### config.mk
export PLATFORM = sky130hd
export DESIGN_NAME = pipe_hazard_ctrl
export DESIGN_NICKNAME = d
export VERILOG_FILES = /design/src/rtl/pipe_ctrl_pkg.sv /design/src/rtl/sat_counter.sv /design/src/rtl/pipe_hazard_ctrl.sv
export SDC_FILE = /design/constraint.sdc
export NUM_CORES = 1
export LEC_CHECK = 0
export CORE_UTILIZATION = 31
export CTS_CLUSTER_SIZE = 28
export DETAILED_ROUTE_END_ITERATION = 7
export GPL_TIMING_DRIVEN = 0
export PLACE_DENSITY = 0.59
export RECOVER_POWER = 50
export SKIP_CTS_REPAIR_TIMING = 1
export SLEW_MARGIN = 20
export SYNTH_ARGS = -nofsm -noshare
export SYNTH_HDL_FRONTEND = slang
export SYNTH_SLANG_ARGS = --single-unit
### constraint.sdc
create_clock -name CLK -period 5.1 [get_ports CLK]
set_input_delay 1.02 -clock CLK [delete_from_list [all_inputs] [get_ports CLK]]
set_output_delay 1.02 -clock CLK [all_outputs]
set_load 0.02 [all_outputs]
### src/rtl/pipe_ctrl_pkg.sv
// Shared definitions for the RISC-TOY pipeline control unit: opcodes,
// instruction field positions, source-operand decode and FSM states.
package pipe_ctrl_pkg;

  // RISC-TOY opcodes
  localparam logic [4:0] OP_ADDI = 5'd0;
  localparam logic [4:0] OP_ANDI = 5'd1;
  localparam logic [4:0] OP_ORI  = 5'd2;
  localparam logic [4:0] OP_MOVI = 5'd3;
  localparam logic [4:0] OP_ADD  = 5'd4;
  localparam logic [4:0] OP_SUB  = 5'd5;
  localparam logic [4:0] OP_NEG  = 5'd6;
  localparam logic [4:0] OP_NOT  = 5'd7;
  localparam logic [4:0] OP_AND  = 5'd8;
  localparam logic [4:0] OP_OR   = 5'd9;
  localparam logic [4:0] OP_XOR  = 5'd10;
  localparam logic [4:0] OP_LSR  = 5'd11;
  localparam logic [4:0] OP_ASR  = 5'd12;
  localparam logic [4:0] OP_SHL  = 5'd13;
  localparam logic [4:0] OP_ROR  = 5'd14;
  localparam logic [4:0] OP_BR   = 5'd15;
  localparam logic [4:0] OP_BRL  = 5'd16;
  localparam logic [4:0] OP_J    = 5'd17;
  localparam logic [4:0] OP_JL   = 5'd18;
  localparam logic [4:0] OP_LD   = 5'd19;
  localparam logic [4:0] OP_LDR  = 5'd20;
  localparam logic [4:0] OP_ST   = 5'd21;
  localparam logic [4:0] OP_STR  = 5'd22;

  // Instruction field bit positions
  localparam int OPC_MSB = 31;
  localparam int OPC_LSB = 27;
  localparam int RA_MSB  = 26;
  localparam int RA_LSB  = 22;
  localparam int RB_MSB  = 21;
  localparam int RB_LSB  = 17;
  localparam int RC_MSB  = 16;
  localparam int RC_LSB  = 12;

  typedef enum logic [0:0] {
    RUN  = 1'b0,
    WAIT = 1'b1
  } state_e;

  // Returns {use_rb, use_rc} for the instruction in ID.
  function automatic logic [1:0] src_use(input logic [4:0] opcode);
    logic [1:0] use_v;
    case (opcode)
      OP_ADD, OP_SUB, OP_AND, OP_OR, OP_XOR,
      OP_LSR, OP_ASR, OP_SHL, OP_ROR:  use_v = 2'b11;
      OP_NEG, OP_NOT:                  use_v = 2'b01;
      OP_BR, OP_BRL:                   use_v = 2'b10;
      OP_LD, OP_LDR:                   use_v = 2'b10;
      OP_ST, OP_STR:                   use_v = 2'b11;
      default:                         use_v = 2'b00;
    endcase
    return use_v;
  endfunction

endpackage

### src/rtl/sat_counter.sv
// Saturating up-counter with synchronous clear (clear beats increment).
module sat_counter #(
  parameter int W = 16
) (
  input  logic         CLK,
  input  logic         RSTN,
  input  logic         CLR,
  input  logic         INC,
  output logic [W-1:0] CNT
);

  localparam logic [W-1:0] CNT_ONE = {{(W-1){1'b0}}, 1'b1};
  localparam logic [W-1:0] CNT_MAX = {W{1'b1}};

  logic [W-1:0] cnt_r;
  logic [W-1:0] cnt_nxt_s;

  // Next count: clear first, then increment unless already at all-ones
  always_comb begin
    cnt_nxt_s = cnt_r;
    if (CLR) begin
      cnt_nxt_s = {W{1'b0}};
    end else if (INC && (cnt_r != CNT_MAX)) begin
      cnt_nxt_s = cnt_r + CNT_ONE;
    end else begin
      cnt_nxt_s = cnt_r;
    end
  end

  // Count register
  always_ff @(posedge CLK or negedge RSTN) begin
    if (!RSTN) begin
      cnt_r <= {W{1'b0}};
    end else begin
      cnt_r <= cnt_nxt_s;
    end
  end

  assign CNT = cnt_r;

endmodule

### src/rtl/pipe_hazard_ctrl.sv
// Pipeline control: load-use stall, taken-branch flush and memory-wait
// freeze for the 5-stage RISC-TOY core, plus debug stall/flush counters.
module pipe_hazard_ctrl
  import pipe_ctrl_pkg::*;
#(
  parameter int MEM_TIMEOUT = 64,
  parameter int CNT_W       = 16
) (
  input  logic             CLK,
  input  logic             RSTN,
  input  logic [31:0]      ID_INST,
  input  logic             EX_LOAD,
  input  logic [4:0]       EX_RA,
  input  logic             BR_TAKEN,
  input  logic             MEM_REQ,
  input  logic             MEM_ACK,
  input  logic             CNT_CLR,
  output logic             PC_WE,
  output logic             IFID_WE,
  output logic             IFID_FLUSH,
  output logic             IDEX_WE,
  output logic             IDEX_FLUSH,
  output logic             EXMEM_WE,
  output logic             MEM_ERR,
  output logic [CNT_W-1:0] STALL_CNT,
  output logic [CNT_W-1:0] FLUSH_CNT
);

  localparam int              WCNT_W   = $clog2(MEM_TIMEOUT + 1);
  localparam logic [WCNT_W-1:0] WCNT_MAX = WCNT_W'(MEM_TIMEOUT);
  localparam logic [WCNT_W-1:0] WCNT_ONE = {{(WCNT_W-1){1'b0}}, 1'b1};

  logic [4:0]        opcode_s;
  logic [4:0]        rb_s;
  logic [4:0]        rc_s;
  logic [1:0]        use_s;
  logic              lu_s;
  logic              fz_s;
  logic              taken_s;
  logic              unused_inst_s;

  state_e            state_r;
  state_e            state_nxt_s;
  logic              pend_flush_r;
  logic              pend_nxt_s;
  logic [WCNT_W-1:0] wait_cnt_r;
  logic [WCNT_W-1:0] wait_cnt_nxt_s;
  logic              mem_err_r;
  logic              mem_err_nxt_s;

  logic              pc_we_s;
  logic              ifid_we_s;
  logic              ifid_flush_s;
  logic              idex_we_s;
  logic              idex_flush_s;
  logic              exmem_we_s;

  assign opcode_s      = ID_INST[OPC_MSB:OPC_LSB];
  assign rb_s          = ID_INST[RB_MSB:RB_LSB];
  assign rc_s          = ID_INST[RC_MSB:RC_LSB];
  assign unused_inst_s = ^{ID_INST[RA_MSB:RA_LSB], ID_INST[RC_LSB-1:0]};
  assign use_s         = src_use(opcode_s);

  assign lu_s    = EX_LOAD & ((use_s[1] & (rb_s == EX_RA)) | (use_s[0] & (rc_s == EX_RA)));
  assign fz_s    = MEM_REQ & ~MEM_ACK;
  assign taken_s = BR_TAKEN | pend_flush_r;

  // Stage control: freeze > taken flush > load-use stall > run
  always_comb begin
    pc_we_s      = 1'b1;
    ifid_we_s    = 1'b1;
    ifid_flush_s = 1'b0;
    idex_we_s    = 1'b1;
    idex_flush_s = 1'b0;
    exmem_we_s   = 1'b1;
    if (fz_s) begin
      pc_we_s    = 1'b0;
      ifid_we_s  = 1'b0;
      idex_we_s  = 1'b0;
      exmem_we_s = 1'b0;
    end else if (taken_s) begin
      ifid_flush_s = 1'b1;
      idex_flush_s = 1'b1;
    end else if (lu_s) begin
      pc_we_s      = 1'b0;
      ifid_we_s    = 1'b0;
      idex_flush_s = 1'b1;
    end else begin
      pc_we_s = 1'b1;
    end
  end

  // FSM next state, pending-flush capture, wait counter and timeout flag
  always_comb begin
    state_nxt_s = RUN;
    case (state_r)
      RUN: begin
        if (fz_s) begin
          state_nxt_s = WAIT;
        end else begin
          state_nxt_s = RUN;
        end
      end
      WAIT: begin
        if (fz_s) begin
          state_nxt_s = WAIT;
        end else begin
          state_nxt_s = RUN;
        end
      end
      default: state_nxt_s = RUN;
    endcase

    // A branch resolved under freeze is held until the first unfrozen cycle
    pend_nxt_s = fz_s & (pend_flush_r | BR_TAKEN);

    wait_cnt_nxt_s = {WCNT_W{1'b0}};
    if (state_nxt_s == WAIT) begin
      if (wait_cnt_r == WCNT_MAX) begin
        wait_cnt_nxt_s = wait_cnt_r;
      end else begin
        wait_cnt_nxt_s = wait_cnt_r + WCNT_ONE;
      end
    end else begin
      wait_cnt_nxt_s = {WCNT_W{1'b0}};
    end

    mem_err_nxt_s = mem_err_r | (wait_cnt_nxt_s == WCNT_MAX);
  end

  // Control state registers
  always_ff @(posedge CLK or negedge RSTN) begin
    if (!RSTN) begin
      state_r      <= RUN;
      pend_flush_r <= 1'b0;
      wait_cnt_r   <= {WCNT_W{1'b0}};
      mem_err_r    <= 1'b0;
    end else begin
      state_r      <= state_nxt_s;
      pend_flush_r <= pend_nxt_s;
      wait_cnt_r   <= wait_cnt_nxt_s;
      mem_err_r    <= mem_err_nxt_s;
    end
  end

  // While in reset, the pipeline must not be enabled or flushed
  assign PC_WE      = pc_we_s      & RSTN;
  assign IFID_WE    = ifid_we_s    & RSTN;
  assign IFID_FLUSH = ifid_flush_s & RSTN;
  assign IDEX_WE    = idex_we_s    & RSTN;
  assign IDEX_FLUSH = idex_flush_s & RSTN;
  assign EXMEM_WE   = exmem_we_s   & RSTN;
  assign MEM_ERR    = mem_err_r;

  sat_counter #(.W(CNT_W)) u_stall_cnt (
    .CLK  (CLK),
    .RSTN (RSTN),
    .CLR  (CNT_CLR),
    .INC  (~PC_WE),
    .CNT  (STALL_CNT)
  );

  sat_counter #(.W(CNT_W)) u_flush_cnt (
    .CLK  (CLK),
    .RSTN (RSTN),
    .CLR  (CNT_CLR),
    .INC  (IFID_FLUSH),
    .CNT  (FLUSH_CNT)
  );

endmodule

# After elaboration in Yosys (flattened, before gate mapping)
# Memory sizes are Yosys's and may differ from the RTL's.
# Cells that the tools add are included.
classes:
  addsub: 3
  mul: 0
  n_div: 0
  order_cmp: 0
  eq_ne: 6
  shift: 0
  n_mux: 16
  bitwise_logic: 14
  n_reduce_logical: 4
ops:
  columns: ["operator", "count"]
  rows:
  - ["$mux 16", 4]
  - ["$add 16x1->16 const B", 2]
  - ["$ne 16x16->1 const B", 2]
  - ["$eq 7x7->1 const B", 2]
  - ["$mux 7", 2]
  - ["$eq 5x5->1", 2]
  - ["$mux 1", 10]
  - ["$and 1x1->1", 9]
  - ["$add 7x1->7 const B", 1]
  - ["$reduce_bool 2->1", 2]
  - ["$or 1x1->1", 3]
  - ["$logic_and 1x1->1", 2]
  - ["$not 1->1", 2]
word_totals:
  regBits: 41
  latch_bits: 0
  ram_bits: 0
  mem_bits_ro: 64
  output_inout_bits: 39
  n_memories: 1
mem_list:
  columns: ["name", "words", "width", "rd", "rd_ports_with_merged_regs", "wr", "line", "source"]
  rows:
  - ["(no name shown)", 32, 2, 1, 0, 0, "pipe_ctrl_pkg.sv:48", "case (opcode)"]

# Depth between registers and ports, before layout
# Gate-level depths: netlist of the first run.
depth:
  depth_word: 12
  depth_mapped: 8
  ltp_nobuf: 8

# By module
# From an unflattened synthesis of the first run, not the netlist that was laid out.
hier_totals:
  cells_unflattened: 288
  hier_area_um2: 2671.3
by_module_without_submodules:
  columns: ["module", "instances", "cells_per_inst", "area_per_inst_um2", "seq_area_each_um2"]
  rows:
  - ["sat_counter", 2, 98, 942.2, 400.4]
  - ["pipe_hazard_ctrl", 1, 92, 787.0, 225.2]

# Least setup slack after synthesis of the first run
# OpenSTA, ideal clock, no wires.
synth_path:
  path_kind: "input to output"
  from: "input ID_INST[27]"
  to: "output PC_WE"
  arrival_ns: 2.578
  required_ns: 4.080
  slack_ns: 1.502
  path_stages: 6
  path_buffers: 2
  cell_sequence: "ha_1 -> o221a_2 -> a41oi_1 -> o31a_1 -> clkbuf_1 -> buf_4"
synth_between:
  elab_chain_cells: 8
synth_lines:
  columns: ["element", "line", "source"]
  rows:
  - ["start, declared", "pipe_hazard_ctrl.sv:11", "input logic [31:0] ID_INST,"]
  - ["$mem_v2 32x2 *", null, null]
  - ["$and 1x1->1", "pipe_hazard_ctrl.sv:64", "assign lu_s = EX_LOAD & ((use_s[1] & (rb_s == EX_RA)) | (use_s[0] & (rc_s == EX_RA)));"]
  - ["$or 1x1->1 *", "pipe_hazard_ctrl.sv:64", null]
  - ["$and 1x1->1 *", "pipe_hazard_ctrl.sv:64", null]
  - ["$mux 1 * (3 in series)", null, null]
  - ["$and 1x1->1 *", null, null]
  - ["end, declared", "pipe_hazard_ctrl.sv:18", "output logic PC_WE,"]
# Every way passes the cells marked *; elsewhere a longest branch is shown, timed or not.

# Final worst setup path of the first run
layout_path:
  from: "input ID_INST[28]"
  to: "output PC_WE"
layout_between:
  elab_chain_cells: 8
layout_lines:
  columns: ["element", "line", "source"]
  rows:
  - ["$mem_v2 32x2 *", null, null]
  - ["$and 1x1->1", "pipe_hazard_ctrl.sv:64", null]
  - ["$or 1x1->1 *", "pipe_hazard_ctrl.sv:64", null]
  - ["$and 1x1->1 *", "pipe_hazard_ctrl.sv:64", null]
  - ["$mux 1 *", "pipe_hazard_ctrl.sv:84", "end else if (lu_s) begin"]
  - ["$mux 1 *", "pipe_hazard_ctrl.sv:81", "end else if (taken_s) begin"]
  - ["$mux 1 *", "pipe_hazard_ctrl.sv:76", "if (fz_s) begin"]
  - ["$and 1x1->1 *", "pipe_hazard_ctrl.sv:147", "assign PC_WE = pc_we_s & RSTN;"]
# Marks and branches as above.

==> results of run 1 <==
## registers in the layout, indices dropped and copies added (netlist names)
signal	flops
MEM_ERR	1
pend_flush_r	1
u_flush_cnt.CNT	16
u_stall_cnt.CNT	16
wait_cnt_r	7
## through the flow
| step | power [mW] | instances | util | hold WS (ns) |
|---|---|---|---|---|
| 2_1_floorplan | 0.391 | 272 | - | 0.487 |
| 3_3_place_gp | 0.446 | 439 | 0.423 | 0.460 |
| 3_5_place_dp | 0.449 | 440 | 0.426 | 0.479 |
| 4_1_cts | 0.720 | 448 | 0.440 | 0.500 |
| 5_1_grt | 0.741 | 448 | 0.440 | 0.504 |
| 6_report | 0.708 | 448 | 0.440 | 0.485 |
## routing by layer
layer  routed length [um]  up-vias
li1                     -     1093
met1                 2720     1054
met2                 2890       35
met3                  162        6
met4                   70        0
met5                    0        -
## cells in the mapped netlist, drive strengths merged (2+ instances only)
cell type and number:
nor3 6, or3 4, clkbuf 6, buf 5, and3 4, dfrtp 41, mux2i 3, nand4 8
a31oi 2, or2 3, nor2 44, a21oi 6, nand2 15, inv 9, nand3 21, xor2 17
nor4b 2, nor4 7, nor2b 8, and4 2, a2111oi 2, ha 5, o21bai 5, nand2b 8
mux2 7, o21ai 6, xnor2 13
## worst max-delay path: cells and delay by family
kind | cells | cell delay [ns]
AO/OA/AOI/OAI | 3 | 0.74
buffers and inverters | 4 | 1.65
adder cells (fa/ha/maj) | 1 | 0.30
## final cells by class
| cell class | count | area, sq um | area share |
|---|---|---|---|
| well taps | 102 | 128 | 0.0375 |
| multi-input cells | 211 | 1370 | 0.403 |
| clock buffers | 5 | 68.8 | 0.0202 |
| repair buffers | 66 | 673 | 0.198 |
| clock inverters | 3 | 46.3 | 0.0136 |
| plain buffers | 11 | 55.1 | 0.0162 |
| flip-flops and latches | 41 | 1030 | 0.301 |
| inverters | 9 | 33.8 | 0.00993 |
## final timing paths
path	from	to	slack (ns)
hold reg to reg	MEM_ERR	MEM_ERR	0.48
min in group asynchronous	RSTN	u_flush_cnt.CNT[14]	0.69
hold / removal	MEM_ERR	MEM_ERR	0.48
max in group asynchronous	RSTN	u_stall_cnt.CNT[4]	3.91
setup / recovery	ID_INST[28]	PC_WE	0.37
setup reg to reg	u_stall_cnt.CNT[0]	u_stall_cnt.CNT[4]	2.88
## cell families after synthesis
group / after synthesis / synth area share
XOR/XNOR: 30 / 0.106
buffers and inverters: 20 / 0.0357
AO/OA/AOI/OAI: 30 / 0.100
AND/OR/NAND/NOR: 136 / 0.276
adder cells (fa/ha/maj): 5 / 0.0252
flip-flops: 41 / 0.412
multiplexers: 10 / 0.0453
## power groups by stage
stage / Sequential [mW] / Combinational, mW / Clock [mW]
2_1_floorplan: 0.346 / 0.0451 / 0
3_3_place_gp: 0.342 / 0.103 / 0
3_5_place_dp: 0.343 / 0.106 / 0
4_1_cts: 0.336 / 0.106 / 0.278
5_1_grt: 0.338 / 0.114 / 0.289
6_report: 0.336 / 0.104 / 0.268
==> flow_summary_export.csv, run 1 <==
group,metric,value,unit
hold_path,hold_class,"flip-flop to flip-flop",
finish,drive_gt1_frac,0.0896,
detailed_routing,routed_via_density,4.88,
sta,worstMarginPinSlew,0.661,ns
cts,cts_tree,"yes",
logic_synthesis,ys_types,45,
logic_synthesis,yosysTopAreaCell,"dfrtp_1",
detailed_routing,final_antenna_net_count,0,
worst_setup_path,crit_chain,"clkdlybuf4s50_1 > ha_1 > o221a_2 > a41oi_1 > o31a_1 > clkbuf_1 > buf_4 > clkdlybuf4s50_1",
global_route,antenna_found_initial,0,
global_route,grt_max_degree,24,
finish,fin_nets,394,
placed_design,dp_hpwl,4.48,mm
finish,syn_to_final_growth,36.8,%
logic_synthesis,synthCells,272,
finish,n_antenna_cell,0,
logic_synthesis,synth-seq-cells,41,
finish,post-route-cell-area,3400,sq um
sta,setup_slack,0.370,ns
worst_setup_path,cp.arrival,3.71,ns
sta,post-route-period-util,0.927,
placed_design,dp_slack,0.337,ns
floorplan,coreArea,7730,sq um
global_route,grt_usage,0.149,
floorplan,initial_core_util,0.322,
worst_setup_path,slowest_delay,0.61,ns
floorplan,die_area,8390,sq um
run,cap_violations,0,
floorplan,ios,83,
sta,clock_skew,0.00975,ns
detailed_routing,totalWireLength,5.84,mm
global_route,grt_util_met2,0.249,
power_and_ir_drop,seqPwrFrac,0.475,
sta,slew_viol_final,0,
finish,final_common_cell,"clkdlybuf4s50_1",
detailed_routing,dr.first_iter.drc_count,106,
sta,hold_violations,0,
logic_synthesis,synth_area_per_cell,9.14,sq um
cts,clk_pin_slew,0.09,ns
worst_setup_path,worstRegToRegCells,8,
detailed_routing,dr.pass1.iters,5,
worst_setup_path,worstPathRequired,4.08,ns
placed_design,io_buffers,65,
global_route,met1_usage,0.193,
power_and_ir_drop,clock_power_share,0.378,
hold_path,whs_path_depth,1,
global_route,grtUsageMet3,0.0260,
cts,cts_made_buffers,5,
worst_setup_path,cpMostUsedCell,"clkdlybuf4s50_1",
worst_setup_path,cp-end-kind,"output port",
sta,fin_tns_setup,0,ns
logic_synthesis,synth_fp_nets,321,
logic_synthesis,ys_warn_count,0,
global_route,grt_pass1_vias,2115,
sta,rsz0062_at_grt,"no",
power_and_ir_drop,p_leak,1.38,nW
power_and_ir_drop,p_per_area,208,nW/um^2
power_and_ir_drop,power.switching,0.179,mW
outcome,status,"finished, final reports clean",
global_route,grt_pass1_wl,10.1,mm
detailed_routing,wl_per_cell,13.0,um
finish,filler_cell_count,749,
cts,cts.sinks,41,
sta,maxSlewHeadroom,0.553,
logic_synthesis,synthArstFlopShare,1.00,
sta,fmaxAchievable,211,MHz
placed_design,placed_cell_area,3290,sq um
floorplan,dieHeight,91.6,um
cts,clk-insertion-delay-late,0.29,ns
detailed_routing,post-route-drc-count,0,
power_and_ir_drop,p_sw_frac,0.253,
power_and_ir_drop,p_int,0.529,mW
worst_setup_path,path_class,"input pin to output port",
cts,root_buffer,"clkbuf_8",
global_route,gr-max-usage-layer,"met2",
floorplan,die_w,91.6,um
worst_setup_path,worst-path-max-fanout,11,
logic_synthesis,synth_edf_count,0,
worst_setup_path,critPathLaunchType,"input pin",
detailed_routing,vias,2188,
logic_synthesis,synth_area_leaders,"dfrtp_1 41%, nor2_1 6.6%, xor2_1 6.0%",
global_route,grt-ovfl-total,0,
cts,htreeDepth,2,
logic_synthesis,synth_top_area_share,0.412,
cts,cts_buffer_depth,2,
sta,finalSetupViolCount,0,
logic_synthesis,syn-cell-area,2490,sq um
logic_synthesis,seq_area_frac_synth,0.412,
worst_setup_path,crit_path_top_delay_cell,"clkdlybuf4s50_1",
floorplan,rows,32,
placed_design,gp_congestion,0.740,
power_and_ir_drop,peakVddDrop,0.0982,mV
power_and_ir_drop,combPwrFrac,0.147,
finish,layout_common_cells,"53 x clkdlybuf4s50_1, 44 x nor2_1, 41 x dfrtp_1",
sta,min_period,4.73,ns
logic_synthesis,synth_ff_type,"dfrtp_1",
No activity file was read; power rests on OpenSTA's default activity.
==> inputs of run 2 (changes only) <==
Settings changed: CORE_ASPECT_RATIO set to 2.
==> run 2 against run 1 <==
Clock skew fell by 0.0048 ns. Worst hold slack worse by 0.013 ns. Critical path depth rose by 1. Largest cell class unchanged.
==> flow_summary_export.csv, run 2 (synthesis gave the netlist of run 1 again) <==
group,metric,value,unit
global_route,grt_max_degree,27,
run,cap_violations,0,
worst_setup_path,path_class,"input pin to output port",
floorplan,die_w,65.3,um
placed_design,dp_slack,0.316,ns
worst_setup_path,crit_chain,"clkdlybuf4s50_1 > nand2b_1 > clkbuf_1 > nand2_1 > a41oi_1 > o31a_1 > clkbuf_1 > buf_4 > clkdlybuf4s50_1",
worst_setup_path,worstPathRequired,4.08,ns
cts,cts_buffer_depth,2,
worst_setup_path,cp-end-kind,"output port",
worst_setup_path,regToRegSetupSlack,2.87,ns
sta,post-route-period-util,0.944,
placed_design,dp_hpwl,4.96,mm
cts,clk-insertion-delay-late,0.29,ns
placed_design,io_buffers,65,
floorplan,dieHeight,129,um
hold_path,hold_end,"MEM_ERR",
worst_setup_path,slowest_delay,0.59,ns
detailed_routing,dr.pass1.iters,4,
sta,maxSlewHeadroom,0.565,
sta,fin_tns_setup,0,ns
cts,cts_made_buffers,5,
floorplan,initial_core_util,0.325,
sta,hold_violations,0,
hold_path,hold_class,"flip-flop to flip-flop",
placed_design,gp_congestion,0.791,
outcome,status,"finished, final reports clean",
finish,syn_to_final_growth,37.0,%
floorplan,coreArea,7660,sq um
floorplan,die_area,8410,sq um
global_route,grt_usage,0.158,
power_and_ir_drop,power,0.750,mW
finish,layout_common_cells,"54 x clkdlybuf4s50_1, 44 x nor2_1, 41 x dfrtp_1",
worst_setup_path,critPathLaunchType,"input pin",
sta,rsz0062_at_grt,"no",
detailed_routing,vias,2206,
finish,drive_gt1_frac,0.0838,
floorplan,rows,45,
finish,n_antenna_cell,0,
worst_setup_path,cp.arrival,3.79,ns
sta,slew_viol_final,0,
detailed_routing,wl_per_cell,14.4,um
worst_setup_path,worstRegToRegCells,8,
finish,fin_nets,394,
global_route,antenna_found_initial,0,
hold_path,hp-start,"MEM_ERR",
power_and_ir_drop,peakVddDrop,0.141,mV
hold_path,whs_path_depth,1,
worst_setup_path,r2r-end,"u_stall_cnt.CNT[6]",
cts,cts_tree,"yes",
worst_setup_path,worst-path-max-fanout,11,
detailed_routing,final_antenna_net_count,0,
sta,clock_skew,0.00496,ns
cts,clk_pin_slew,0.06,ns
worst_setup_path,crit_path_top_delay_cell,"clkdlybuf4s50_1",
global_route,grt-ovfl-total,0,
worst_setup_path,r2r_start,"u_stall_cnt.CNT[0]",
detailed_routing,post-route-drc-count,0,
sta,setup_slack,0.287,ns
sta,min_period,4.81,ns
power_and_ir_drop,p_leak,1.39,nW
cts,root_buffer,"clkbuf_16",
sta,fmaxAchievable,208,MHz
worst_setup_path,critPathBufInv,5,
cts,cts.sinks,41,
global_route,grt_pass1_wl,10.0,mm
detailed_routing,dr.first_iter.drc_count,54,
worst_setup_path,crit_family,"buffers and inverters",
sta,worstMarginPinSlew,0.644,ns
detailed_routing,routed_via_density,5.01,
global_route,grt_pass1_vias,2123,
finish,final_common_cell,"clkdlybuf4s50_1",
detailed_routing,totalWireLength,6.32,mm
sta,finalSetupViolCount,0,
power_and_ir_drop,p_per_area,220,nW/um^2
cts,htreeDepth,2,
floorplan,ios,83,
[run 2: report_power, final]
part	switching [mW]	internal, mW
Combinational	0.0523	0.0519
Clock	0.129	0.180
Sequential	0.00671	0.330
[run 2: worst register-to-register path: stages, from the launching register on]
cell      delay [ns]
dfrtp_1         0.46
ha_1            0.26
nand3_1         0.11
nor2_1          0.10
nand3_1         0.11
clkbuf_1        0.34
nand2_1         0.20
nor3_1          0.19
mux2_2          0.35
[run 2: layout make-up]
| cell class | count | area [sq um] |
|---|---|---|
| fill | 794 | 4250 |
| multi-input combinational | 211 | 1370 |
| sequential | 41 | 1030 |
| timing repair buffer | 66 | 666 |
| clock buffer | 6 | 129 |
| tap | 94 | 118 |
| buffer | 11 | 53.8 |
| inverter | 9 | 33.8 |
| clock inverter | 2 | 10.0 |
[run 2: layer usage]
layer  global-route usage  up-vias  routed length (um)
li1                     -     1087                   -
met4               0.0818        0                 145
met2                0.304       54                3550
met1                0.153     1058                2300
met3               0.0293        7                 315
met5                    0        -                   0
[run 2: how the worst max path moves through the flow]
stage	from	slack (ns)	depth (start not counted)	end
after detailed placement	ID_INST[28]	0.32	8	PC_WE
final	MEM_ACK	0.29	9	PC_WE
after floorplan	ID_INST[27]	1.50	6	PC_WE
after global placement	RSTN	-1.09	7	PC_WE
after global routing	MEM_ACK	0.11	9	PC_WE
after CTS	ID_INST[28]	0.32	8	PC_WE
[run 2: metrics by stage]
| stage | instances | area (sq um) | utilization | hold slack, ns |
|---|---|---|---|---|
| after floorplan | 272 | 2490 | - | 0.487 |
| after global placement | 431 | 3260 | 0.425 | 0.469 |
| after detailed placement | 432 | 3270 | 0.427 | 0.472 |
| after CTS | 440 | 3410 | 0.445 | 0.486 |
| after global routing | 440 | 3410 | 0.445 | 0.499 |
| final | 440 | 3410 | 0.445 | 0.471 |
